===== config.mk =====
export PLATFORM = sky130hd
export DESIGN_NAME = rr_arbiter4
export DESIGN_NICKNAME = d
export VERILOG_FILES = /design/src/rtl/arb_pkg.sv /design/src/rtl/rr_pick.sv /design/src/rtl/rr_arbiter4.sv
export SDC_FILE = /design/constraint.sdc
export NUM_CORES = 1
export LEC_CHECK = 0
export ABC_AREA = 1
export CORE_UTILIZATION = 54
export DETAILED_ROUTE_END_ITERATION = 16
export PLACE_DENSITY_LB_ADDON = 0.05
export SETUP_SLACK_MARGIN = 0.02
export SLEW_MARGIN = 20
export SYNTH_ARGS = -nofsm -noshare
export SYNTH_HDL_FRONTEND = slang
export SYNTH_SLANG_ARGS = --single-unit
export TNS_END_PERCENT = 5

===== constraint.sdc =====
create_clock -name clk -period 2.13 [get_ports clk]
set_input_delay 0.5325 -clock clk [delete_from_list [all_inputs] [get_ports clk]]
set_output_delay 0.5325 -clock clk [all_outputs]
set_load 0.03 [all_outputs]

===== src/rtl/arb_pkg.sv =====
// Shared types and default sizing for the round-robin arbiter.
package arb_pkg;

    localparam int N_DEF        = 4;
    localparam int HOLD_MAX_DEF = 8;

    typedef enum logic {
        IDLE,
        GRANT
    } state_t;

    function automatic int ptr_w(input int n);
        return (n > 1) ? $clog2(n) : 1;
    endfunction

endpackage


===== src/rtl/rr_pick.sv =====
// Combinational round-robin search: first set request after PTR, wrapping.
module rr_pick
    import arb_pkg::*;
#(
    parameter int N  = N_DEF,
    parameter int PW = ptr_w(N)
) (
    input  logic [N-1:0]  REQ,
    input  logic [PW-1:0] PTR,
    output logic [N-1:0]  PICK
);

    logic [PW-1:0] idx;
    logic          found;

    always_comb begin
        PICK  = '0;
        found = 1'b0;
        idx   = '0;
        // k runs 1..N so PTR itself is examined last
        for (int k = 1; k <= N; k++) begin
            idx = PW'((int'(PTR) + k) % N);
            if (!found && REQ[idx]) begin
                PICK[idx] = 1'b1;
                found     = 1'b1;
            end
        end
    end

endmodule


===== src/rtl/rr_arbiter4.sv =====
// Round-robin arbiter with a per-grant hold limit and timeout pulse.
module rr_arbiter4
    import arb_pkg::*;
#(
    parameter int N        = N_DEF,
    parameter int HOLD_MAX = HOLD_MAX_DEF
) (
    input  logic         clk,
    input  logic         rst,
    input  logic [N-1:0] REQ,
    output logic [N-1:0] GNT,
    output logic         BUSY,
    output logic         ANY,
    output logic         TMO
);

    localparam int PW = ptr_w(N);
    localparam int CW = $clog2(HOLD_MAX + 1);
    localparam logic [CW-1:0] LAST = CW'(HOLD_MAX - 1);

    state_t        state;
    logic [PW-1:0] ptr;
    logic [CW-1:0] cnt;
    logic [N-1:0]  pick;
    logic [PW-1:0] pick_idx;

    rr_pick #(
        .N  (N),
        .PW (PW)
    ) u_pick (
        .REQ  (REQ),
        .PTR  (ptr),
        .PICK (pick)
    );

    always_comb begin
        pick_idx = '0;
        for (int i = 0; i < N; i++) begin
            if (pick[i]) pick_idx = PW'(i);
        end
    end

    // ptr doubles as the index of the current grant while in GRANT
    always_ff @(posedge clk) begin
        if (rst) begin
            state <= IDLE;
            GNT   <= '0;
            BUSY  <= 1'b0;
            ANY   <= 1'b0;
            TMO   <= 1'b0;
            cnt   <= '0;
            ptr   <= PW'(N - 1);
        end else begin
            ANY <= |REQ;
            TMO <= 1'b0;
            unique case (state)
                IDLE: begin
                    if (|REQ) begin
                        state <= GRANT;
                        GNT   <= pick;
                        BUSY  <= 1'b1;
                        ptr   <= pick_idx;
                        cnt   <= '0;
                    end else begin
                        GNT  <= '0;
                        BUSY <= 1'b0;
                    end
                end
                GRANT: begin
                    if (!REQ[ptr]) begin
                        state <= IDLE;
                        GNT   <= '0;
                        BUSY  <= 1'b0;
                    end else if (cnt == LAST) begin
                        state <= IDLE;
                        GNT   <= '0;
                        BUSY  <= 1'b0;
                        TMO   <= 1'b1;
                    end else begin
                        cnt <= cnt + CW'(1);
                    end
                end
                default: begin
                    state <= IDLE;
                    GNT   <= '0;
                    BUSY  <= 1'b0;
                end
            endcase
        end
    end

endmodule


==> summary.md, run 1 <==
| Metric | Value |
|---|---|
| Worst rel slew slack | 79.4% |
| Final setup TNS | 0 ns |
| Synth top area share | a little over a quarter |
| CTS Sinks | 14 |
| Reg2Reg Depth | 11 |
| CTS tree | yes |
| H-tree depth | 1 |
| Clock buffer count from CTS | 3 |
| Status | completed |
| Via count | 951 |
| Worst r2r src | ptr[1]$_SDFFE_PP1P_ |
| Synth cell count leaders | nand2_1 (32), nand3_1 (24), dfxtp_1 (14), ha_1 (9), inv_1 (9) |
| Hold Crit Class | reg -> reg |
| First DRT Iteration DRCs | 20 |
| Crit path kind | reg -> out |
| Fmax achieved | 0.549 GHz |
| WHS Path Cells | 2 |
| CP Capture Type | output pin |
| Post-synth cell types | 26 |
| Avg WL per Cell | between 10 and 15 um |
| Yosys warnings | 0 |
| Pwr Density | 1330 nW/um^2 |
| N_diodes | 0 |
| Synth Flop Type | dfxtp_1 |
| Number of max-cap violations | 0 |
| Global Route Usage Sum | 22.2% |
| Synthesized area | around 1000 um^2 |
| Grt peak-use layer | met2 |
| Tot Pwr | 1.67 mW |
| CP Launch Type | flop |
| Leak | 0.591 nW |
| Core Rows | 15 |
| Yosys reg bits | 14 |
| Worst EP required | 1.60 ns |
| Crit path DAT | 1.29 ns |
| GRT met2 Usage | 35.8% |
| Starting Density | 59.1% |
| Drt via density | 5.23 |
| Clock latency on the worst-skew pair | ~0.28 ns |
| Slowest-stage cell, CP | clkdlybuf4s50_1 |
| Largest area contributor in the netlist | dfxtp_1 |
| GP Congestion | 0.882 |
| Hold buffers post-CTS | 0 |
| Avg Inst Size Synth | roughly 7.6 um^2 |
| WL final | 2.00 mm |
| Core area | 1760 um^2 |
| Bufs and invs on worst path | 1 |
| Grt met3 use | 7.54% |
| Max Root-Sink Buffers | 2 |
| Syn Inst Count | between 100 and 150 |
| Syn_nets | 153 |
| CTS Root Cell | clkbuf_4 |
| Hold Path End | GNT[0]$_SDFFE_PP0P_ |
| Post-DRT Antenna Nets | 0 |
| First-pass GRT wire length | 3.31 mm |
| # IOs | 13 |
| Final worst path period share | 85.6% |
| Synth area leaders | dfxtp_1 (27%), nand3_1 (12%), nand2_1 (12%) |
| Worst R2R End | ptr[0]$_SDFFE_PP1P_ |
| Post-cts gate resize count | 0 |
| Post-route clock skew | approximately 0.005 ns |
| Number of port buffers | 12 |
| Met1 usage | a little over a quarter |
| Worst Tran Pin Value | 0.309 ns |
| Final nets | 173 |
| Final worst path period need | 1.82 ns |
| Die area | 2110 um^2 |
| Hold wc startpoint | GNT[0]$_SDFFE_PP0P_ |
| Cell family with most CP delay | buffers and inverters |
| Area grow syn2layout | 20.5% |
| FF-to-FF setup slack | ~0.33 ns |
| DR DRC count | 0 |
| CP peak stage delay | 0.67 ns |
| Crit Path Max Fanout | 2 |
| Total grt overflow | 0 |
| Cell with the most instances after synthesis | nand2_1 |
| Die X | 45.9 um |
| RSZ-0062 raised after global routing | false |
| Largest net degree at the start of global routing | 10 |
| Proportion of synthesized chip area in sequential cells | 26.9% |
| Number of flops mapped to enable cells by yosys | 0 |
| Number of global-route vias before repair | around 800 |
| Detailed Place HPWL | 1.62 mm |
| Clk slew on worst S/H paths | 0.08 ns |
| CP cell instances | clkdlybuf4s50_1 |
| Async set-reset flop share out of synthesis | 0% |
| Die Ht | around 46 um |
| Hold Vio Cnt, Final | 0 |
| Final setup viols | 0 |
| TritonRoute pass-1 iters | 4 |
| Post-CTS setup buffers | 0 |
| Peak VDD IR | approximately 0.0008 V |
| Max Slew Vio Count | 0 |
| Layout cell share with drive strength beyond 1 | 26.1% |
| Initial antenna violation count | 0 |
-- kinds of logic (layout without fill, tap and decap cells) --
family / count (synthesis) / after routing / synth area share [%]
adders and majority gates: 9 / 9 / 10.8
xor gates and xnor gates: 1 / 1 / 0.840
buffers and inverters: 16 / 35 / 6.24
and+or+nand+nor: 84 / 84 / 45.5
AOI/OAI and AO/OA: 14 / 14 / 9.72
DFF: 14 / 14 / 26.9
-- flip-flops by register name, summed over array words and instances (netlist names) --
register and count:
GNT 4, cnt 4, ptr 2, ANY 1, BUSY 1, TMO 1
state 1
-- layout make-up --
type | instances | area [um^2]
Fill cell | 171 | 508
Tap cell | 25 | 31.3
Sequential cell | 14 | 280
Multi-Input combinational cell | 108 | 697
Timing Repair Buffer | 16 | 150
Clock buffer | 4 | 36.3
Inverter | 15 | 61.3
-- stage by stage --
step	setup WS [ns]	std cells	area (um^2)	hold WS [ns]	utilization, %
final	0.308	182	1260	0.471	71.2
after global placement	0.112	178	1220	0.447	69.1
after CTS	0.286	182	1260	0.473	71.2
after global routing	0.177	182	1260	0.491	71.2
after floorplan	0.277	138	1040	0.444	-
after detailed placement	0.0794	178	1220	0.460	69.1
-- where the power goes --
group	switching [mW]	internal, mW	leakage [nW]
Sequential	0.0338	0.321	0.115
Clock	0.0797	0.104	0.0210
Combinational	0.730	0.402	0.455
Total	0.843	0.827	0.591
-- routing by layer --
metal	vias up	part of all wire [%]
met5	-	0
met4	0	1.4
met3	4	5.0
met2	26	46
met1	424	48
li1	497	-
-- how the worst max path moves through the flow --
stage	startpoint	end	slack, ns	cells after the start
floorplan	ptr[0]$_SDFFE_PP1P_	ptr[0]$_SDFFE_PP1P_	0.28	10
global placement	REQ[1]	ptr[0]$_SDFFE_PP1P_	0.11	10
detailed placement	REQ[1]	ptr[0]$_SDFFE_PP1P_	0.08	10
CTS	GNT[2]$_SDFFE_PP0P_	GNT[2]	0.29	1
global route	ptr[1]$_SDFFE_PP1P_	GNT[3]$_SDFFE_PP0P_	0.18	10
finish	GNT[2]$_SDFFE_PP0P_	GNT[2]	0.31	1
-- layout by cell type (no fill, tap or decap), drive strengths merged --
master         Yosys  final
nand2             43     43
nand3             31     31
dfxtp             14     14
inv               14     14
clkdlybuf4s50      0     12
ha                 9      9
nor2               9      9
a21oi              7      7
buf                0      4
clkbuf             1      4
o21ai              3      3
clkinv             1      1
a31oi              1      1
xor2               1      1
a211oi             1      1
o21a               1      1
nor4               1      1
o211a              1      1
Power figures use the tool's default switching activity.
==> run 2: changes to the inputs <==
--- a/config.mk
+++ b/config.mk
@@ -7,9 +7,10 @@
 export LEC_CHECK = 0
 export ABC_AREA = 1
 export CORE_UTILIZATION = 54
+export CTS_BUF_LIST = sky130_fd_sc_hd__clkbuf_8 sky130_fd_sc_hd__clkbuf_16
 export DETAILED_ROUTE_END_ITERATION = 16
 export PLACE_DENSITY_LB_ADDON = 0.05
-export SETUP_SLACK_MARGIN = 0.02
+export SKIP_LAST_GASP = 1
 export SLEW_MARGIN = 20
 export SYNTH_ARGS = -nofsm -noshare
 export SYNTH_HDL_FRONTEND = slang
==> run 2 against run 1 <==
Compared with the run above:
- sequential share of layout area fell by 0.33 points
- clock power rose by 38%
- core utilization rose by 1.1 points
- hold slack got worse by 0.0020 ns
- flip-flop and latch count did not move
- count of clock-buffer cells in the layout did not move
- critical path depth rose by 9
- maximum frequency rose by 1.7%
- register-to-register slack barely moved
- critical path type is now in -> reg
- worst setup slack improved by 0.030 ns
==> summary.md, run 2 (synthesis gave the netlist of run 1 again) <==
| Metric | Value |
|---|---|
| Part of the power in the clock network | 14.6% (was 11.0%) |
| Hold Crit Class | reg -> reg (unchanged) |
| Clk slew on worst S/H paths | 0.06 ns (was 0.08 ns) |
| Final setup viols | 0 (unchanged) |
| Drt via density | 5.20 (was 5.23) |
| Area of the multi-input gates | 697 um^2 (unchanged) |
| DR DRC count | 0 (unchanged) |
| Die X | 45.9 um (unchanged) |
| WL final | 2.03 mm (was 2.00 mm) |
| Hold wc startpoint | GNT[0]$_SDFFE_PP0P_ (unchanged) |
| First DRT Iteration DRCs | 20 (unchanged) |
| Worst Tran Pin Value | 0.309 ns (about the same) |
| Hold buffers post-CTS | 0 (unchanged) |
| Worst EP required | 2.27 ns (was 1.60 ns) |
| Hold Vio Cnt, Final | 0 (unchanged) |
| Detailed Place HPWL | 1.62 mm (unchanged) |
| N_diodes | 0 (unchanged) |
| Max Root-Sink Buffers | 2 (unchanged) |
| Sw Share | 49.1% (was 50.5%) |
| Core Util, Final | 72.3% (was 71.2%) |
| Global Route Usage Sum | 22.1% (was 22.2%) |
| Clock latency on the worst-skew pair | 0.25 ns (was 0.28 ns) |
| Crit path DAT | 1.93 ns (was 1.29 ns) |
| Largest net degree at the start of global routing | 10 (unchanged) |
| Post-cts gate resize count | 0 (unchanged) |
| Die area | 2110 um^2 (unchanged) |
| Combinational power share | 65.0% (was 67.8%) |
| # IOs | 13 (unchanged) |
| Sequential Power Share | 20.4% (was 21.2%) |
| RSZ-0062 raised after global routing | false (unchanged) |
| CTS Sinks | 14 (unchanged) |
| Core area | 1760 um^2 (unchanged) |
| Commonest non-fill, non-tap cell in the layout | nand2_1 (unchanged) |
| Avg WL per Cell | 11.2 um (was 11.0 um) |
| Final worst path period share | 84.2% (was 85.6%) |
| Fmax achieved | 0.558 GHz (was 0.549 GHz) |
| WHS | 0.469 ns (was 0.471 ns) |
| Initial antenna violation count | 0 (unchanged) |
| Starting Density | 59.1% (unchanged) |
| Die Ht | 45.9 um (unchanged) |
| Register area | 280 um^2 (unchanged) |
| Leak | 0.599 nW (was 0.591 nW) |
| Via count | 947 (was 951) |
| Peak VDD IR | 0.000873 V (was 0.000822 V) |
| Regs by FF count | GNT: 4 flops, cnt: 4 flops, ptr: 2 flops (unchanged) |
| Switch Pwr | 0.854 mW (was 0.843 mW) |
| Number of global-route vias before repair | 828 (was 810) |
| Crit path kind | in -> reg (was reg -> out) |
| Final setup TNS | 0 ns (unchanged) |
| Final nets | 173 (unchanged) |
| Clock buffer count from CTS | 3 (unchanged) |
| CTS tree | yes (unchanged) |
| First-pass GRT wire length | 3.35 mm (was 3.31 mm) |
| Crit. Startpoint | REQ[1] (was GNT[2]$_SDFFE_PP0P_) |
| Number of max-cap violations | 0 (unchanged) |
| Crit Path Max Fanout | 4 (was 2) |
| TritonRoute pass-1 iters | 4 (unchanged) |
| Max Slew Vio Count | 0 (unchanged) |
| Fillers | 169 (was 171) |
| Pwr Density | 1370 nW/um^2 (was 1330 nW/um^2) |
| Int Pwr | 0.887 mW (was 0.827 mW) |
| Area grow syn2layout | 22.3% (was 20.5%) |
| Most frequent cells in the layout | nand2_1 (32), nand3_1 (24), dfxtp_1 (14) (unchanged) |
| Final worst path period need | 1.79 ns (was 1.82 ns) |
| Number of port buffers | 12 (unchanged) |
| H-tree depth | 1 (unchanged) |
| GP Congestion | 0.882 (unchanged) |
| Core Rows | 15 (unchanged) |
| Worst r2r src | ptr[1]$_SDFFE_PP1P_ (unchanged) |
| Total grt overflow | 0 (unchanged) |
| Worst rel slew slack | 79.3% (was 79.4%) |
| CTS Root Cell | clkbuf_8 (was clkbuf_4) |
| Post-CTS setup buffers | 0 (unchanged) |
| CP Capture Type | flop (was output pin) |
| CP Launch Type | primary input (was flop) |
| Post-route clock skew | 0.00493 ns (was 0.00501 ns) |
| Layout cell share with drive strength beyond 1 | 26.1% (unchanged) |
| Post-DRT Antenna Nets | 0 (unchanged) |
| Status | completed (unchanged) |
==> run 2: through the flow <==
stage	power [mW]	setup WS, ns	area, um^2	cells
after global routing	1.88	0.184	1270	182
after detailed placement	1.49	0.0794	1220	178
after global placement	1.46	0.112	1220	178
after CTS	1.75	0.335	1270	182
final	1.74	0.337	1270	182
after floorplan	1.22	0.277	1040	138
==> run 2: cell type report <==
class,count,area share [%]
multi-input cells,108,54.7
flip-flops and latches,14,22.0
repair buffers,16,11.8
clock buffers,4,4.32
inverters,15,4.81
well taps,25,2.45
==> run 2: path summary, 6_finish.rpt <==
| path | cells past startpoint | to | slack, ns |
|---|---|---|---|
| setup reg to reg | 11 | ptr[0]$_SDFFE_PP1P_ | 0.34 |
| hold reg to reg | 2 | GNT[0]$_SDFFE_PP0P_ | 0.47 |
| hold / removal | 2 | GNT[0]$_SDFFE_PP0P_ | 0.47 |
| setup / recovery | 10 | ptr[0]$_SDFFE_PP1P_ | 0.34 |
==> run 2: power by group through the flow <==
stage | registers (mW) | logic, mW | clock network [mW]
global route | 0.359 | 1.25 | 0.272
floorplan | 0.450 | 0.772 | 0
detailed placement | 0.360 | 1.13 | 0
CTS | 0.355 | 1.13 | 0.261
finish | 0.355 | 1.13 | 0.253
global placement | 0.357 | 1.11 | 0
==> run 2: worst max-delay path: stages <==
cell and delay [ns]:
clkdlybuf4s50_1 0.55, nand2_1 0.11, nand3_1 0.13, nand2_1 0.10, nor2_4 0.14, nand3_1 0.11
nand3_2 0.10, inv_1 0.04, nand3_1 0.07, nand2_1 0.05
==> run 2: per-layer routing <==
layer	GRT usage, %	vias up	part of all wire (%)
li1	-	492	-
met1	27.9	434	49
met2	36.6	19	46
met3	7.54	2	4.8
met4	3.53	0	0.25
met5	0	-	0
==> run 3: changes to the inputs <==
--- a/config.mk
+++ b/config.mk
@@ -6,7 +6,7 @@
 export NUM_CORES = 1
 export LEC_CHECK = 0
 export ABC_AREA = 1
-export CORE_UTILIZATION = 54
+export CORE_UTILIZATION = 49
 export CTS_BUF_LIST = sky130_fd_sc_hd__clkbuf_8 sky130_fd_sc_hd__clkbuf_16
 export DETAILED_ROUTE_END_ITERATION = 16
 export PLACE_DENSITY_LB_ADDON = 0.05
==> constraint.sdc (replaced) <==
create_clock -name clk -period 1.6 [get_ports clk]
set_input_delay 0.4 -clock clk [delete_from_list [all_inputs] [get_ports clk]]
set_output_delay 0.4 -clock clk [all_outputs]
set_load 0.03 [all_outputs]
==> run 3 against run 2 <==
Compared with the run above:
- the flow now finishes with violations (negative setup slack)
- flip-flop and latch count unchanged
- sequential power increased by 37%
- die area increased by 9.8%
- sequential share of layout area decreased by 1.6 points
- final area increased by 9.9%
- register-to-register slack got worse by 0.29 ns
- non-clock buffer count increased by 12
- count of clock-buffer cells in the layout unchanged
- via count increased by 3.6%
- cell count increased by 7.7%
- combinational power increased by 50%
- critical path type is now reg -> out
- largest cell class unchanged
==> summary.md, run 3 (synthesis gave the netlist of run 1 again) <==
| Metric | Value |
|---|---|
| Status | finished, violations left (was completed) |
| Violated checks | negative setup slack |
| Worst rel slew slack | 78.8% (was 79.3%) |
| FF-to-FF setup slack | 0.05 ns (was 0.34 ns) |
| Number of global-route vias before repair | 815 (was 828) |
| Number of max-cap violations | 0 (unchanged) |
| GP Congestion | 0.863 (was 0.882) |
| Bufs and invs on worst path | 1 (was 2) |
| CTS tree | yes (unchanged) |
| Final worst path period share | 103% |
| CP cell instances | clkdlybuf4s50_1 (was clkdlybuf4s50_1, nand2_1, nand3_1, nand2_1, nor2_4, nand3_1, nand3_2, inv_1, nand3_1, nand2_1) |
| Global Route Usage Sum | 22.5% (was 22.1%) |
| DR DRC count | 0 (unchanged) |
| Tot Pwr | 2.52 mW (was 1.74 mW) |
| # IOs | 13 (unchanged) |
| TritonRoute pass-1 iters | 4 (unchanged) |
| Part of the power in the clock network | 13.5% (was 14.6%) |
| Area grow syn2layout | 34.5% (was 22.3%) |
| Die Ht | 48.1 um (was 45.9 um) |
| Levels on crit path | 1 (was 10) |
| Post-route clock skew | 0.00257 ns (was 0.00493 ns) |
| Cell family with most CP delay | buffers and inverters (was simple AND/OR/NAND/NOR gates) |
| Worst r2r src | ptr[0]$_SDFFE_PP1P_ (was ptr[1]$_SDFFE_PP1P_) |
| Core Rows | 16 (was 15) |
| Regs by FF count | GNT: 4 flops, cnt: 4 flops, ptr: 2 flops (unchanged) |
| Number of port buffers | 12 (unchanged) |
| Slowest-stage cell, CP | clkdlybuf4s50_1 (unchanged) |
| Final instance area | 1400 um^2 (was 1270 um^2) |
| Final worst path period need | 1.64 ns |
| H-tree depth | 1 (unchanged) |
| Core area | 1980 um^2 (was 1760 um^2) |
| Most frequent cells in the layout | nand2_1 (31), nand3_1 (24), buf_4 (16) (was nand2_1 (32), nand3_1 (24), dfxtp_1 (14)) |
| Initial antenna violation count | 0 (unchanged) |
| Reg2Reg Depth | 11 (unchanged) |
| Largest net degree at the start of global routing | 10 (unchanged) |
| Sequential Power Share | 19.3% (was 20.4%) |
| Final worst slack | -0.0411 ns (was 0.337 ns) |
| Crit Path Max Fanout | 2 (was 4) |
| Detailed Place HPWL | 1.80 mm (was 1.62 mm) |
| Max Root-Sink Buffers | 2 (unchanged) |
| Post-DRT Antenna Nets | 0 (unchanged) |
| Starting Density | 52.6% (was 59.1%) |
| Clock buffer count from CTS | 3 (unchanged) |
| Via count | 981 (was 947) |
| CTS Root Cell | clkbuf_8 (unchanged) |
| Hold Vio Cnt, Final | 0 (unchanged) |
| First DRT Iteration DRCs | 21 (was 20) |
| Worst Tran Pin Value | 0.318 ns (was 0.309 ns) |
| Final setup viols | 5 (was 0) |
| Total grt overflow | 0 (unchanged) |
| Pwr Density | 1800 nW/um^2 (was 1370 nW/um^2) |
| Crit. Startpoint | GNT[1]$_SDFFE_PP0P_ (was REQ[1]) |
| Drt via density | 5.01 (was 5.20) |
| WL final | 2.30 mm (was 2.03 mm) |
| Combinational power share | 67.1% (was 65.0%) |
| First-pass GRT wire length | 3.51 mm (was 3.35 mm) |
| Layout cell share with drive strength beyond 1 | 36.1% (was 26.1%) |
| Crit path DAT | 1.24 ns (was 1.93 ns) |
| Leak | 0.702 nW (was 0.599 nW) |
| Fmax achieved | 0.609 GHz |
| CP peak stage delay | 0.66 ns (was 0.55 ns) |
| Placed cell areas | 1330 um^2 (was 1220 um^2) |
| N_diodes | 0 (unchanged) |
| Clock latency on the worst-skew pair | 0.25 ns (about the same) |
| Clk slew on worst S/H paths | 0.06 ns (about the same) |
| RSZ-0062 raised after global routing | true (was false) |
| Fillers | 161 (was 169) |
| Hold Crit Class | reg -> reg (unchanged) |
| Final nets | 185 (was 173) |
| Switch Pwr | 1.20 mW (was 0.854 mW) |
| CP Capture Type | output pin (was flop) |
| Die X | 48.1 um (was 45.9 um) |
| Avg WL per Cell | 11.7 um (was 11.2 um) |
| Peak VDD IR | 0.00110 V (was 0.000873 V) |
| WHS Path Cells | 2 (unchanged) |
| Die area | 2320 um^2 (was 2110 um^2) |
| Int Pwr | 1.32 mW (was 0.887 mW) |
| CP Launch Type | flop (was primary input) |
| Sw Share | 47.6% (was 49.1%) |
| Crit path kind | reg -> out (was in -> reg) |
| CTS Sinks | 14 (unchanged) |
| Max Slew Vio Count | 0 (unchanged) |
| Hold wc startpoint | GNT[0]$_SDFFE_PP0P_ (unchanged) |
| Commonest non-fill, non-tap cell in the layout | nand2_1 (unchanged) |
| Worst EP required | 1.20 ns (was 2.27 ns) |
## run 3: cell types whose count changed in the layout (fill, tap and decap cells not counted), sizes merged
cell / previous run / this run
buf: 4 / 16
dlymetal6s2s: 0 / 4
clkdlybuf4s50: 12 / 6
dlygate4sd2: 0 / 2
## run 3: final timing paths
| check | end |
|---|---|
| worst max-delay path | GNT[1] |
| worst min-delay path | GNT[0]$_SDFFE_PP0P_ |
| worst max register to register | ptr[0]$_SDFFE_PP1P_ |
| worst min register to register | GNT[0]$_SDFFE_PP0P_ |
## run 3: repair_timing
action,in CTS,in global routing
hold buffers,0,0
gates resized for setup,2,8
pin swaps,0,1
setup buffers,0,1
setup endpoints to repair,17,17
## run 3: through the flow
stage          utilization, %  instances  hold WS, ns  TNS, ns  setup WS (ns)
6_report                 70.7        196        0.469   -0.144        -0.0411
5_1_grt                  70.7        196        0.487   -0.413        -0.0948
4_1_cts                  69.5        195        0.472   -0.301        -0.0508
3_5_place_dp             66.9        191        0.454    -3.40         -0.338
3_3_place_gp             66.9        191        0.447    -2.97         -0.288
2_1_floorplan               -        138        0.444        0         0.0232
## run 3: power groups by stage
stage          clock network (mW)  registers [mW]  logic, mW
6_report                    0.340           0.487       1.69
5_1_grt                     0.364           0.499       1.86
4_1_cts                     0.349           0.489       1.65
3_5_place_dp                    0           0.496       1.65
3_3_place_gp                    0           0.492       1.61
2_1_floorplan                   0           0.614       1.07
## run 3: cell type report
cell class | count | area (um^2) | area share, %
multi-input combinational | 108 | 716 | 51.1
sequential | 14 | 285 | 20.4
timing repair buffer | 28 | 248 | 17.7
inverter | 15 | 63.8 | 4.55
clock buffer | 4 | 55.1 | 3.93
tap | 27 | 33.8 | 2.41
## run 3: layer usage
metal / GRT usage [%] / routed length (um) / vias up
li1: - / - / 515
met1: 28.8 / 1050 / 443
met2: 37.6 / 1140 / 19
met3: 6.67 / 87 / 4
met4: 5.00 / 24 / 0
met5: 0 / 0 / -
